`src/rtl/imem_loader_pkg.sv`:
```
// Shared definitions for the instruction-memory boot loader: FSM encoding,
// frame-format constants and the length range check.
package imem_loader_pkg;

  localparam int LEN_W          = 16;
  localparam int BYTES_PER_WORD = 4;
  localparam int LANE_W         = $clog2(BYTES_PER_WORD);

  typedef enum logic [2:0] {
    ST_IDLE,
    ST_LEN_LO,
    ST_LEN_HI,
    ST_DATA,
    ST_WRITE,
    ST_CSUM,
    ST_DONE,
    ST_ERR
  } state_t;

  // A frame is loadable only if it carries at least one word and fits the memory.
  function automatic logic len_valid(input logic [LEN_W-1:0] n, input int unsigned capacity);
    return (n != '0) && (32'(n) <= capacity);
  endfunction

endpackage

```
`src/rtl/imem_byte_packer.sv`:
```
// Byte-lane counter and little-endian word assembly register for the boot loader.
// word_full_o flags the byte that completes the current word.
module imem_byte_packer
  import imem_loader_pkg::*;
#(
  parameter int WORD_W = 32
) (
  input  logic              clk,
  input  logic              rst_n,
  input  logic              clear_i,
  input  logic              byte_en_i,
  input  logic [7:0]        byte_i,
  output logic [WORD_W-1:0] word_o,
  output logic              word_full_o
);

  logic [LANE_W-1:0] lane_q, lane_d;
  logic [WORD_W-1:0] word_q, word_d;

  // NOTE: every variable gets its default first so no path through the block leaves it unassigned (no latch).
  always_comb begin
    lane_d = lane_q;
    word_d = word_q;
    if (clear_i) begin
      lane_d = '0;
      word_d = '0;
    end else if (byte_en_i) begin
      word_d[8*lane_q +: 8] = byte_i;
      lane_d                = lane_q + LANE_W'(1);
    end
  end

  // NOTE: state registers use non-blocking assignments so every flop samples the pre-edge values.
  always_ff @(posedge clk or negedge rst_n) begin
    if (!rst_n) begin
      lane_q <= '0;
      word_q <= '0;
    end else begin
      lane_q <= lane_d;
      word_q <= word_d;
    end
  end

  assign word_o      = word_q;
  assign word_full_o = byte_en_i && (lane_q == LANE_W'(BYTES_PER_WORD - 1));

endmodule

```
`src/rtl/imem_loader.sv`:
```
// Boot-time instruction-memory writer: length-prefixed byte frame -> 32-bit word writes,
// core held until the load completes. Optional trailing XOR checksum: IMEM_LOADER_CSUM_EN.
module imem_loader
  import imem_loader_pkg::*;
#(
  parameter int ADDR_W = 6,
  parameter int WORD_W = 32
) (
  input  logic              clk,
  input  logic              reset,
  input  logic              start,
  input  logic [7:0]        byte_in,
  input  logic              byte_valid,
  output logic              byte_ready,
  output logic              imem_we,
  output logic [ADDR_W-1:0] imem_waddr,
  output logic [WORD_W-1:0] imem_wdata,
  output logic              core_hold,
  output logic              done,
  output logic              error
);

  localparam int unsigned CAPACITY = 1 << ADDR_W;

  state_t             state_q, state_d;
  logic [ADDR_W-1:0]  index_q, index_d;
  logic [LEN_W-1:0]   len_q, len_d;
  logic               xfer;
  logic               load_start;
  logic               pack_en;
  logic               word_full;
  logic               last_word;
  logic [WORD_W-1:0]  word;

  assign xfer      = byte_valid & byte_ready;
  assign pack_en   = xfer && (state_q == ST_DATA);
  assign last_word = (32'(index_q) == (32'(len_q) - 32'd1));

  imem_byte_packer #(
    .WORD_W (WORD_W)
  ) u_packer (
    .clk         (clk),
    .rst_n       (reset),
    .clear_i     (load_start),
    .byte_en_i   (pack_en),
    .byte_i      (byte_in),
    .word_o      (word),
    .word_full_o (word_full)
  );

`ifdef IMEM_LOADER_CSUM_EN
  logic [7:0] csum_q, csum_d;

  // Running XOR over every length and payload byte; the checksum byte itself is excluded.
  always_comb begin
    csum_d = csum_q;
    if (load_start) begin
      csum_d = '0;
    end else if (xfer && (state_q != ST_CSUM)) begin
      csum_d = csum_q ^ byte_in;
    end
  end

  always_ff @(posedge clk or negedge reset) begin
    if (!reset) begin
      csum_q <= '0;
    end else begin
      csum_q <= csum_d;
    end
  end
`endif

  always_comb begin
    state_d    = state_q;
    index_d    = index_q;
    len_d      = len_q;
    load_start = 1'b0;
    case (state_q)
      ST_IDLE, ST_DONE, ST_ERR: begin
        if (start) begin
          state_d    = ST_LEN_LO;
          index_d    = '0;
          load_start = 1'b1;
        end
      end
      ST_LEN_LO: begin
        if (xfer) begin
          len_d[7:0] = byte_in;
          state_d    = ST_LEN_HI;
        end
      end
      ST_LEN_HI: begin
        if (xfer) begin
          len_d[15:8] = byte_in;
          state_d     = len_valid({byte_in, len_q[7:0]}, CAPACITY) ? ST_DATA : ST_ERR;
        end
      end
      ST_DATA: begin
        if (word_full) begin
          state_d = ST_WRITE;
        end
      end
      ST_WRITE: begin
        if (last_word) begin
`ifdef IMEM_LOADER_CSUM_EN
          state_d = ST_CSUM;
`else
          state_d = ST_DONE;
`endif
        end else begin
          index_d = index_q + ADDR_W'(1);
          state_d = ST_DATA;
        end
      end
`ifdef IMEM_LOADER_CSUM_EN
      ST_CSUM: begin
        if (xfer) begin
          state_d = (byte_in == csum_q) ? ST_DONE : ST_ERR;
        end
      end
`endif
      default: state_d = ST_IDLE;
    endcase
  end

  always_ff @(posedge clk or negedge reset) begin
    if (!reset) begin
      state_q <= ST_IDLE;
      index_q <= '0;
      len_q   <= '0;
    end else begin
      state_q <= state_d;
      index_q <= index_d;
      len_q   <= len_d;
    end
  end

  // Outputs are pure decodes of registered state, so ready never depends on valid.
  assign byte_ready = (state_q == ST_LEN_LO) || (state_q == ST_LEN_HI) ||
                      (state_q == ST_DATA)   || (state_q == ST_CSUM);
  assign imem_we    = (state_q == ST_WRITE);
  assign imem_waddr = index_q;
  assign imem_wdata = word;
  assign core_hold  = (state_q != ST_DONE);
  assign done       = (state_q == ST_DONE);
  assign error      = (state_q == ST_ERR);

endmodule

```
`config.mk`:
```
export PLATFORM = sky130hd
export DESIGN_NAME = imem_loader
export DESIGN_NICKNAME = d
export VERILOG_FILES = /design/src/rtl/imem_loader_pkg.sv /design/src/rtl/imem_byte_packer.sv /design/src/rtl/imem_loader.sv
export SDC_FILE = /design/constraint.sdc
export NUM_CORES = 1
export LEC_CHECK = 0
export ABC_AREA = 1
export CAP_MARGIN = 20
export CORE_MARGIN = 2
export CORE_UTILIZATION = 45
export DETAILED_ROUTE_END_ITERATION = 6
export PLACE_DENSITY = 0.72
export SETUP_SLACK_MARGIN = 0.2
export SLEW_MARGIN = 15
export SYNTH_ARGS = -nofsm -noshare
export SYNTH_HDL_FRONTEND = slang
export SYNTH_SLANG_ARGS = --single-unit
```
`constraint.sdc`:
```
create_clock -name clk -period 1.9 [get_ports clk]
set_input_delay 0.38 -clock clk [delete_from_list [all_inputs] [get_ports clk]]
set_output_delay 0.38 -clock clk [all_outputs]
set_load 0.005 [all_outputs]
```
==> results.sh <==
export IMPL_status="finished, final reports clean"
export IMPL_rsz0062_at_grt="yes"
export IMPL_start_util=0.466
export IMPL_cts_tree="done"
export IMPL_hold_path_class="input pin to asynchronous set/reset pin"
export IMPL_grt_pass1_vias=3081
export IMPL_peakVddDrop_v=0.000602
export IMPL_maxSlewHeadroom=0.697
export IMPL_layout_cells_non_filler=650
export IMPL_fin_crit_sh=0.957
export IMPL_cts_made_buffers=9
export IMPL_start_kind="register"
export IMPL_root_buffer="clkbuf_8"
export IMPL_drc_errors=0
export IMPL_ff_latch_area_um2=1490
export IMPL_power_leakage_nw=2.19
export IMPL_placed_cells=608
export IMPL_layout_drive_gt1_share=0.240
export IMPL_grt_overflow=0
export IMPL_netlist_area_leader_share=0.437
export IMPL_postSynthCellCount=449
export IMPL_place_gp_congestion=0.873
export IMPL_routed_via_density=5.04
export IMPL_multi_input_comb_area_um2=1810
export IMPL_core_area_um2=7250
export IMPL_yosys_register_bits=59
export IMPL_grt_max_degree=60
export IMPL_place_ws_ps=-88.7
export IMPL_final_setup_tns_ps=0
export IMPL_fin_crit_ps=1820
export IMPL_cap_violations=0
export IMPL_synthFlopType="dfrtp_1"
export IMPL_dieHeight_um=90.6
export IMPL_hold_viol_final=0
export IMPL_die_w_um=90.6
export IMPL_grt_pass1_wl_um=14200
export IMPL_cp_end_kind="register"
export IMPL_finalSetupViolCount=0
export IMPL_io_buffers=54
export IMPL_yosysWarnings=0
export IMPL_worst_pin_slew_ps=453
export IMPL_syn_to_final_growth_pct=37.9
export IMPL_hpwlAfterDp_um=6290
export IMPL_cts_hold_buf=0
export IMPL_n_antenna_cell=0
export IMPL_io_pins=55
export IMPL_synthDistinctLibCells=30
export IMPL_drtAntennaViolNets=0
export IMPL_yosysTopAreaCell="dfrtp_1"
export IMPL_path_class="register to register"
export IMPL_clkLatencyLatePin_ps=330
export IMPL_fmax_ghz=0.550
export IMPL_fin_nets=566
export IMPL_grt_total_usage=0.216
export IMPL_netlist_area_um2=3380
export IMPL_slew_violations=0
export IMPL_post_synth_cell_area_avg_um2=7.52
export IMPL_drtPass1Iterations=5
export IMPL_fin_worst_skew_ps=12.0
export IMPL_cp_required_ps=2160
export IMPL_h_tree_depth=3
export IMPL_synth_async_reset_ratio=1.00
export IMPL_die_area_um2=8210
export IMPL_vias=3275
export IMPL_row_count=31
export IMPL_powerDensity_nw_per_um2=1380
export IMPL_synth_edff_count=0
export IMPL_cp_max_fo=6
export IMPL_cp_arrival_ps=2080
export IMPL_drt_iter0_markers=216
export IMPL_synthTopCellsByArea="dfrtp_1 (44%), nand2_1 (14%), nand3_1 (7.1%)"
export IMPL_cts_sinks=59
export IMPL_ys_seq_area_frac=0.437
export IMPL_wl_um=8910
export IMPL_cts_buffer_depth=2
export IMPL_worst_slack_ps=81.3
export IMPL_wire_per_inst_um=13.7
export IMPL_antenna_found_initial=0
export IMPL_final_common_cell="nand2_1"
export IMPL_reg2reg_depth=14
export IMPL_final_cell_mix="nand2_1 (112), nand3_1 (47), dfrtp_1 (47), clkdlybuf4s50_1 (47), nor2_1 (39)"
export IMPL_clkTransAtPathRegs_ps=70
export IMPL_syn_num_nets=468
export IMPL_fill_cells=634
==> synthesized netlist by cell type, types with 4 or more instances <==
library cell	count
nor2_1	48
clkbuf_1	4
nand3_1	48
inv_2	6
xnor2_1	7
nor2_2	8
o21ai_0	39
ha_1	7
nand2_1	125
nand2_2	10
nor2_4	5
o21ai_1	16
nand3b_1	5
dfrtp_1	59
inv_1	40
==> stage by stage <==
stage | power [W] | utilization | area (um^2) | hold slack (ps)
2_1_floorplan | 0.00390 | - | 3390 | 84.4
3_3_place_gp | 0.00470 | 0.569 | 4130 | 405
3_5_place_dp | 0.00478 | 0.569 | 4130 | 408
4_1_cts | 0.00613 | 0.614 | 4450 | 42.0
5_1_grt | 0.00695 | 0.642 | 4660 | 47.9
6_report | 0.00642 | 0.642 | 4660 | 32.2
==> critical path: stages (launching register included) <==
cell and delay, ps:
dfrtp_1 390, inv_2 100, ha_4 180, nand2_4 70, nor2_4 130, nand2_1 60
nand2_1 70, nand2_1 60, nor2_1 100, nand2_1 90, nor2_4 130, nand3_4 130
nand2_4 130, nand2_2 60, nand2_2 50
==> kinds of logic (layout without fill, tap and decap cells) <==
group / count (synthesis) / after routing / share of synthesized area
simple gates: 258 / 258 / 0.353
compound gates: 61 / 61 / 0.0956
flops: 59 / 59 / 0.437
buf+inv: 54 / 156 / 0.0619
xor+xnor: 10 / 10 / 0.0259
fa+ha+maj: 7 / 7 / 0.0259
==> registers in the layout, summed over array words and instances, names as in the netlist <==
name	flops
u_packer.word_o	32
len_q	16
imem_waddr	6
state_q	3
u_packer.lane_q	2
==> metal layers <==
| metal | track usage | routed length (um) | up-vias |
|---|---|---|---|
| met4 | 0.0833 | 123 | 0 |
| met2 | 0.363 | 4590 | 93 |
| met5 | 0 | 0 | - |
| met1 | 0.268 | 3720 | 1528 |
| li1 | - | - | 1639 |
| met3 | 0.0543 | 478 | 15 |
==> layout make-up <==
cell class	instances	share of cell area
Clock buffer	10	0.0274
Clock inverter	5	0.0118
Inverter	46	0.0371
Multi-Input combinational cell	336	0.389
Sequential cell	59	0.320
Tap cell	99	0.0266
Timing Repair Buffer	95	0.188
==> report_power, final <==
group / total (W) / switching, W / leakage [nW] / internal, W
registers: 0.00191 / 0.000368 / 0.779 / 0.00154
clock network: 0.00108 / 0.000488 / 0.0881 / 0.000594
logic: 0.00343 / 0.00199 / 1.32 / 0.00143
total: 0.00642 / 0.00285 / 2.19 / 0.00357
==> final timing paths <==
| kind | startpoint | endpoint | slack, ps |
|---|---|---|---|
| setup / recovery | len_q[0] | imem_waddr[1] | 80 |
| setup reg to reg | len_q[0] | imem_waddr[1] | 80 |
| hold / removal | reset | u_packer.word_o[13] | 30 |
| hold reg to reg | u_packer.word_o[6] | u_packer.word_o[6] | 500 |
| max in group asynchronous | reset | len_q[3] | 1580 |
| min in group clk | u_packer.word_o[6] | u_packer.word_o[6] | 500 |
==> repair_timing <==
item                                    4_1_cts  5_1_grt
resized for setup                            33       30
pin swaps                                    16       18
cloned                                        0        0
buffers inserted                              9       18
endpoints found under the setup margin       30       47
Note: power is estimated with default switching activity, not from simulation.
